===== config.mk =====
export PLATFORM = sky130hd
export DESIGN_NAME = bcd_seg_scan
export DESIGN_NICKNAME = d
export VERILOG_FILES = /design/src/rtl/bcd_seg_pkg.sv /design/src/rtl/bcd_seg_dec.sv /design/src/rtl/bcd_seg_scan.sv
export SDC_FILE = /design/constraint.sdc
export NUM_CORES = 1
export LEC_CHECK = 0
export ABC_CLOCK_PERIOD_IN_PS = 3900
export CAP_MARGIN = 0
export CORE_ASPECT_RATIO = 0.7
export CORE_MARGIN = 8
export CORE_UTILIZATION = 58
export CTS_BUF_LIST = sky130_fd_sc_hd__clkbuf_16
export DETAILED_ROUTE_END_ITERATION = 10
export HOLD_SLACK_MARGIN = 0.12
export PLACE_DENSITY = 0.93
export SLEW_MARGIN = 20
export SYNTH_ARGS = -nofsm -noshare
export SYNTH_HDL_FRONTEND = slang
export SYNTH_SLANG_ARGS = --single-unit

===== constraint.sdc =====
create_clock -name clk -period 3.9 [get_ports clk]
set_input_delay 0.39 -clock clk [delete_from_list [all_inputs] [get_ports clk]]
set_output_delay 0.39 -clock clk [all_outputs]
set_load 0.01 [all_outputs]

===== src/rtl/bcd_seg_pkg.sv =====
// Shared constants and types for the multiplexed BCD seven-segment scanner.
// Combinational definitions only; no timing or flow-control behaviour.
package bcd_seg_pkg;

    localparam int NUM_DIGITS = 4;

    typedef logic [1:0] digit_idx_t;

    localparam logic [6:0] SEG_BLANK = 7'h00;

    // Index 15 is leftmost; codes 10-15 decode to blank.
    localparam logic [15:0][6:0] SEG_LUT = {
        SEG_BLANK, SEG_BLANK, SEG_BLANK, SEG_BLANK, SEG_BLANK, SEG_BLANK,
        7'h6F, 7'h7F, 7'h07, 7'h7D, 7'h6D,
        7'h66, 7'h4F, 7'h5B, 7'h06, 7'h3F
    };

    function automatic logic has_bad_digit(input logic [15:0] v);
        logic bad;
        bad = 1'b0;
        for (int i = 0; i < NUM_DIGITS; i++) begin
            if (v[i*4 +: 4] > 4'd9) begin
                bad = 1'b1;
            end
        end
        return bad;
    endfunction

endpackage


===== src/rtl/bcd_seg_dec.sv =====
// 4-bit BCD code to active-high seven-segment pattern (bit0=a .. bit6=g).
// Purely combinational, zero latency; no backpressure.
module bcd_seg_dec
    import bcd_seg_pkg::*;
(
    input  logic [3:0] code,
    output logic [6:0] seg
);

    assign seg = SEG_LUT[code];

endmodule


===== src/rtl/bcd_seg_scan.sv =====
// Four-digit multiplexed BCD display scanner; define BCD_SEG_SCAN_LZB_EN for leading-zero blanking.
// Outputs registered and advance one digit per SCAN_DIV cycles; load is always accepted (no backpressure).
module bcd_seg_scan
    import bcd_seg_pkg::*;
#(
    parameter int unsigned SCAN_DIV = 1000
) (
    input  logic        clk,
    input  logic        reset,
    input  logic        load,
    input  logic [15:0] bcd_in,
    output logic [6:0]  seg_out,
    output logic [3:0]  dig_sel,
    output logic        err
);

    localparam logic [15:0] PRE_TERM = 16'(SCAN_DIV - 1);

    logic [15:0] shadow;
    logic [15:0] pre_cnt;
    digit_idx_t  idx;
    digit_idx_t  nxt_idx;
    logic        tick;
    logic [3:0]  nxt_code;
    logic [6:0]  dec_seg;
    logic [6:0]  nxt_seg;

    assign tick     = (pre_cnt == PRE_TERM);
    assign nxt_idx  = idx + 2'd1;
    assign nxt_code = shadow[{nxt_idx, 2'b00} +: 4];

    bcd_seg_dec u_dec (
        .code (nxt_code),
        .seg  (dec_seg)
    );

`ifdef BCD_SEG_SCAN_LZB_EN
    logic lead_zero;

    // A digit is blanked only when it and every more-significant digit are zero.
    always_comb begin
        lead_zero = 1'b0;
        case (nxt_idx)
            2'd3:    lead_zero = (shadow[15:12] == 4'h0);
            2'd2:    lead_zero = (shadow[15:8] == 8'h00);
            2'd1:    lead_zero = (shadow[15:4] == 12'h000);
            default: lead_zero = 1'b0;
        endcase
    end

    assign nxt_seg = lead_zero ? SEG_BLANK : dec_seg;
`else
    assign nxt_seg = dec_seg;
`endif

    always_ff @(posedge clk or negedge reset) begin
        if (!reset) begin
            shadow  <= 16'h0000;
            pre_cnt <= 16'h0000;
            idx     <= 2'd0;
            dig_sel <= 4'b0001;
            seg_out <= SEG_LUT[0];
            err     <= 1'b0;
        end else begin
            if (load) begin
                shadow <= bcd_in;
            end
            // Derived from the pre-edge shadow, so validity lags a load by one cycle.
            err <= has_bad_digit(shadow);
            if (tick) begin
                pre_cnt <= 16'h0000;
                idx     <= nxt_idx;
                dig_sel <= 4'(4'b0001 << nxt_idx);
                seg_out <= nxt_seg;
            end else begin
                pre_cnt <= pre_cnt + 16'd1;
            end
        end
    end

endmodule


==> results of run 1 <==
## layout by cell type, fill, tap and decap left out, types with 2 or more instances in the layout
| cell type | count |
|---|---|
| mux2_2 | 18 |
| dfstp_2 | 7 |
| and2_1 | 3 |
| and3_1 | 2 |
| clkbuf_16 | 5 |
| o21ai_0 | 8 |
| nor3_1 | 4 |
| ha_1 | 11 |
| o31ai_1 | 3 |
| nand4_1 | 6 |
| clkdlybuf4s50_1 | 29 |
| inv_1 | 12 |
| xnor2_1 | 5 |
| nor2_1 | 10 |
| nor4_1 | 2 |
| and4_1 | 2 |
| nand3_1 | 4 |
| mux4_2 | 3 |
| nand2_1 | 23 |
| nor2b_1 | 2 |
| xor2_1 | 10 |
| dfrtp_1 | 39 |
## area by class of cell
type	instances	area share, %
well taps	52	2.424
clock inverters	3	0.4662
clock buffers	5	4.662
inverters	11	1.538
repair buffers	30	11.10
multi-input cells	126	36.60
flip-flops and latches	46	43.22
## power by group through the flow
stage / Clock (mW) / Sequential [mW] / Combinational [mW]
floorplan: 0 / 0.512 / 0.0570
global placement: 0 / 0.516 / 0.0909
detailed placement: 0 / 0.517 / 0.0937
finish: 0.395 / 0.509 / 0.0936
global route: 0.428 / 0.511 / 0.105
CTS: 0.408 / 0.509 / 0.0946
## per-layer routing
metal	part of all wire, %	up-vias	routed length, um
li1	-	714	-
met1	47	703	2012
met2	47	48	2036
met3	4.3	10	184
met4	1.9	0	81
met5	0	-	0
## synthesized netlist by cell type, drive strengths merged, types with 2 or more instances
cell / instances / area share, %
dfrtp: 39 / 44
nand2: 23 / 3.9
mux2: 18 / 9.1
ha: 11 / 6.2
inv: 11 / 1.8
nor2: 10 / 1.7
xor2: 10 / 3.9
o21ai: 8 / 1.8
dfstp: 7 / 8.2
nand4: 6 / 1.7
buf: 5 / 1.6
xnor2: 5 / 2.0
clkbuf: 4 / 0.67
mux4: 4 / 4.2
nand3: 4 / 0.90
nor3: 4 / 0.90
and2: 3 / 0.84
o31ai: 3 / 1.0
and3: 2 / 0.56
and4: 2 / 0.78
nor2b: 2 / 0.56
nor4: 2 / 0.56
## metrics by stage
step,hold WS (ns),area [sq um],util (%),cells,setup slack (ns)
2_1_floorplan,0.09441,2235,-,192,1.854
4_1_cts,0.3090,2681,70.49,273,1.554
3_3_place_gp,0.4431,2544,66.88,265,1.681
3_5_place_dp,0.4452,2544,66.88,265,1.566
6_report,0.09260,2684,70.56,273,1.541
5_1_grt,0.1498,2684,70.56,273,1.364
## flip-flops by register name, summed over array words and instances (netlist names)
register / flops
dig_sel: 4
err: 1
idx: 2
pre_cnt: 16
seg_out: 7
shadow: 16
## path summary, 6_finish.rpt
| kind | startpoint | to | slack [ns] |
|---|---|---|---|
| setup reg to reg | idx[0] | seg_out[0] | 1.54 |
| setup / recovery | idx[0] | seg_out[0] | 1.54 |
| max in group asynchronous | reset | seg_out[5] | 3.41 |
| min in group clk | pre_cnt[0] | pre_cnt[0] | 0.45 |
| hold reg to reg | pre_cnt[0] | pre_cnt[0] | 0.45 |
| hold / removal | reset | pre_cnt[3] | 0.09 |
## logic make-up (layout without fill, tap and decap cells)
logic type | count (synthesis) | after routing | synth area share [%]
buffers and inverters | 20 | 49 | 4.143
xor gates and xnor gates | 15 | 15 | 5.879
muxes | 23 | 23 | 13.72
and+or+nand+nor | 61 | 61 | 13.61
adders and majority gates | 11 | 11 | 6.159
DFF | 46 | 46 | 51.90
AOI/OAI and AO/OA | 16 | 16 | 4.592
==> flow_summary.ini, run 1 <==
[run_status]
outcome = completed

[clock_network]
clk_pin_slew_ns = 0.06
worst_skew_pair.late_latency_ns = 0.28
cts_hold_buf = 0
cts_setup_buffers = 0
numCtsBuffers = 5
cts_sinks = 46
cts_tree = done
cts_buffer_depth = 2
htreeDepth = 2
post_cts_resized = 0
root_buffer = clkbuf_16

[power]
swShare_pct = 22.04
power_density_nw_per_um2 = 372.0
pwr-share-clk_pct = 39.6
vdd_drop_max_mv = 0.3331
p_leak_nw = 1.179
seq_power_share_pct = 51.0
switchingPower_mw = 0.2200
p_total_mw = 0.9983
combinationalPowerShare_pct = 9.4
power.internal_mw = 0.7783

[synth]
synth-seq-area-share_pct = 51.90
synth_edf_count = 0
synth_area_sq_um = 2235
syn_avg_cell_area_sq_um = 11.64
postSynth.asyncResetShare_pct = 100.0
synthFlopType = dfrtp_1
synth_cell_type_count = 34
synth_fp_nets = 222
yosysWarnings = 0
ys_ff_latch = 46
postSynthCellCount = 192

[setup_path]
slowest_delay_ns = 0.53
path_depth = 9
cp_num_buf_inv = 3
worstSetupPathType = flip-flop to flip-flop
critPathTopFamily = adder cells
cp_cell_sequence = inv_1 > ha_1 > mux4_2 > inv_1 > ha_1 > inv_1 > o21ba_2 > nor2_1 > o31ai_1
cp_common_cell = inv_1
reg2reg_depth = 9
end_kind = flip-flop
worst-path-max-fanout = 7
cp_slowest_cell = dfrtp_1
startpoint_type = flip-flop
crit_arrival_ns = 2.55
cp.required_ns = 4.09

[floorplan]
core_area_sq_um = 3804
num_rows = 19
die_y_um = 67.93
io_pins = 31
start_util_pct = 58.75
chipWidth_um = 90.19
dieArea_sq_um = 6127

[global_route]
grt_max_degree = 47
grt_pass1_vias = 1532
gr-total-overflow = 0
grt_use_met3_pct = 3.943
antenna_found_initial = 0
track_usage_pct = 14.92
grt_util_met1_pct = 19.01
use_met2_pct = 24.50
top_usage_layer = met2
grt_pass1_wl_um = 7334

[place]
dp_hpwl_um = 3196
portBuffers = 30
place.gp.congestion = 0.8185

[cells_and_area]
diodes = 0
area_delta_synth_final_pct = 20.10
nets = 250
multi_input_comb_area_sq_um = 982.2
fillers = 299
seqCellArea_sq_um = 1160
drive_gt1_share_pct = 16.74

[timing]
timing.slew.headroom_pct = 53.92
drv_slew = 0
min_period_over_period_pct = 60.49
rsz0062_at_grt = false
worstMarginPinSlew_ns = 0.6891
fin_skew_ns = 0.006106
hold_viol = 0
setup_viol = 0
fmax_mhz = 423.9
period_minus_slack_ns = 2.359
setup-tns-final_ns = 0

[job]
maxCapViolCount = 0

[route]
wl_um = 4314
wl_per_cell_um = 15.80
drcViolationCount = 0
num_vias = 1475
drt_pass1_iterations = 4
ant_nets = 0
via_per_inst = 5.403
drt-initial-drc-count = 104

[hold_path]
hp-class = input port to asynchronous set/reset pin
No activity file was read; power rests on OpenSTA's default activity.
==> run 2, diff against run 1 <==
--- a/config.mk
+++ b/config.mk
@@ -5,15 +5,15 @@
 export SDC_FILE = /design/constraint.sdc
 export NUM_CORES = 1
 export LEC_CHECK = 0
-export ABC_CLOCK_PERIOD_IN_PS = 3900
+export ABC_CLOCK_PERIOD_IN_PS = 2000
 export CAP_MARGIN = 0
 export CORE_ASPECT_RATIO = 0.7
 export CORE_MARGIN = 8
-export CORE_UTILIZATION = 58
+export CORE_UTILIZATION = 49
 export CTS_BUF_LIST = sky130_fd_sc_hd__clkbuf_16
 export DETAILED_ROUTE_END_ITERATION = 10
 export HOLD_SLACK_MARGIN = 0.12
-export PLACE_DENSITY = 0.93
+export PLACE_DENSITY = 0.85
 export SLEW_MARGIN = 20
 export SYNTH_ARGS = -nofsm -noshare
 export SYNTH_HDL_FRONTEND = slang
==> constraint.sdc (replaced) <==
create_clock -name clk -period 2 [get_ports clk]
set_input_delay 0.2 -clock clk [delete_from_list [all_inputs] [get_ports clk]]
set_output_delay 0.2 -clock clk [all_outputs]
set_load 0.01 [all_outputs]
==> run 2 against run 1 <==
Worst hold slack better by 0.33 ns. Sequential power up 95%. Cell count grew 5.1%. Clock skew grew 0.0029 ns. Critical path type unchanged. Design area up 5.5%. Die area is 14% higher. Non-clock buffer count increased by 11. Core utilization shrank 5.5 points. Power increased by 100%. Register-to-register slack got worse by 1.5 ns. Combinational power is 120% higher.
==> flow_summary.ini, run 2 (synthesis gave the netlist of run 1 again) <==
[run_status]
outcome = completed

[floorplan]
core_area_sq_um = 4354
start_util_pct = 51.32
io_pins = 31
dieArea_sq_um = 7012
num_rows = 20
chipWidth_um = 96.72
die_y_um = 72.50

[timing]
drv_slew = 0
worstMarginPinSlew_ns = 0.5214
fin_skew_ns = 0.009023
holdWs_ns = 0.4227
timing.slew.headroom_pct = 65.24
setup_ws_ns = 0.04003
rsz0062_at_grt = true
setup_viol = 0
hold_viol = 0
fmax_mhz = 510.2
period_minus_slack_ns = 1.960
min_period_over_period_pct = 98.00

[power]
vdd_drop_max_mv = 0.4742
power_density_nw_per_um2 = 707.9
p_total_mw = 2.004
p_leak_nw = 1.237

[route]
top_layer_used = met4
drt_pass1_iterations = 4
wl_met3_um = 183
via_per_inst = 5.314
ant_nets = 0
wl_per_cell_um = 15.59
wl_um = 4473
wl_met1_um = 2235
drt-initial-drc-count = 45
num_vias = 1525
drcViolationCount = 0
wl_met2_um = 2015

[job]
maxCapViolCount = 0

[clock_network]
root_buffer = clkbuf_16
cts_buffer_depth = 2
worst_skew_pair.late_latency_ns = 0.29
clk_pin_slew_ns = 0.07
cts_sinks = 46
cts_tree = done
numCtsBuffers = 5
htreeDepth = 2

[global_route]
gr-total-overflow = 0
grt_pass1_vias = 1619
track_usage_pct = 13.15
grt_max_degree = 26
grt_pass1_wl_um = 7672
antenna_found_initial = 0

[setup_path]
ff2ff_setup_slack_ns = 0.04
worst-path-max-fanout = 5
cp_slowest_cell = dfrtp_1
end_kind = flip-flop
crit_arrival_ns = 2.16
slowest_delay_ns = 0.37
worstSetupPathType = flip-flop to flip-flop
reg2reg_depth = 7
startpoint_type = flip-flop
r2r_end = seg_out[0]
cp_cell_sequence = inv_1 > ha_4 > mux4_2 > buf_6 > nor3b_4 > nor2_4 > o31ai_2
critPathTopFamily = flip-flops
reg2reg_from = idx[1]
cp.required_ns = 2.20
cp_num_buf_inv = 2

[cells_and_area]
mostFrequentLayoutCell = dfrtp_1
multi_input_comb_area_sq_um = 1017
seqCellArea_sq_um = 1161
drive_gt1_share_pct = 25.43
nets = 261
fillers = 334
area_delta_synth_final_pct = 26.71
reg.largest.list = pre_cnt x16, shadow x16, seg_out x7
layout_common_cells = dfrtp_1 (38), clkdlybuf4s50_1 (29), nand2_1 (23), mux2_2 (18), xor2_1 (10)
diodes = 0

[place]
dpl_worst_slack_ns = -0.01378
dp_hpwl_um = 3304
place.gp.congestion = 0.8296
portBuffers = 30

[hold_path]
hp-class = input port to asynchronous set/reset pin
-- run 2: layout make-up --
cell class                      instances  share of cell area (%)
Sequential cell                        46                   41.01
Multi-Input combinational cell        126                   35.93
Timing Repair Buffer                   41                   14.01
Clock buffer                            5                   4.419
Tap cell                               55                   2.430
Inverter                               11                   1.458
Clock inverter                          3                  0.7512
-- run 2: worst max path at each step --
stage	to	from	cells past startpoint
2_1_floorplan	seg_out[0]	idx[0]	10
3_3_place_gp	seg_out[5]	idx[0]	8
3_5_place_dp	seg_out[0]	idx[0]	7
4_1_cts	seg_out[3]	idx[0]	8
5_1_grt	seg_out[0]	idx[0]	7
6_report	seg_out[0]	idx[1]	7
-- run 2: metal layers --
layer / vias to the layer above / track usage (%)
li1: 733 / -
met1: 756 / 17.65
met2: 32 / 20.13
met3: 4 / 3.321
met4: 0 / 4.584
met5: - / 0
-- run 2: report_power, final --
group          switching [mW]  internal [mW]
Clock                   0.340          0.462
Sequential             0.0255          0.966
Combinational          0.0968          0.113
Total                   0.463           1.54
-- run 2: timing repair --
action	4_1_cts	5_1_grt
buffers inserted	1	1
resized for setup	3	9
setup endpoints to repair	3	7
pin swaps	1	3
hold buffers	1	0
hold endpoints to repair	20	0
-- run 2: per-stage QoR --
step / instances / TNS (ns) / util (%) / cell area, sq um
floorplan: 192 / 0 / - / 2247
detailed placement: 276 / -0.02972 / 60.46 / 2633
finish: 287 / 0 / 65.03 / 2831
global placement: 276 / 0 / 60.46 / 2633
global route: 287 / -0.07266 / 65.03 / 2831
CTS: 286 / 0 / 64.37 / 2803
==> run 3, diff against run 2 <==
--- a/config.mk
+++ b/config.mk
@@ -6,7 +6,7 @@
 export NUM_CORES = 1
 export LEC_CHECK = 0
 export ABC_CLOCK_PERIOD_IN_PS = 2000
-export CAP_MARGIN = 0
+export CAP_MARGIN = 20
 export CORE_ASPECT_RATIO = 0.7
 export CORE_MARGIN = 8
 export CORE_UTILIZATION = 49
@@ -14,6 +14,7 @@
 export DETAILED_ROUTE_END_ITERATION = 10
 export HOLD_SLACK_MARGIN = 0.12
 export PLACE_DENSITY = 0.85
+export SKIP_LAST_GASP = 1
 export SLEW_MARGIN = 20
 export SYNTH_ARGS = -nofsm -noshare
 export SYNTH_HDL_FRONTEND = slang
==> results of run 3 <==
Final layout, timing and power as in run 2 (identical DEF).
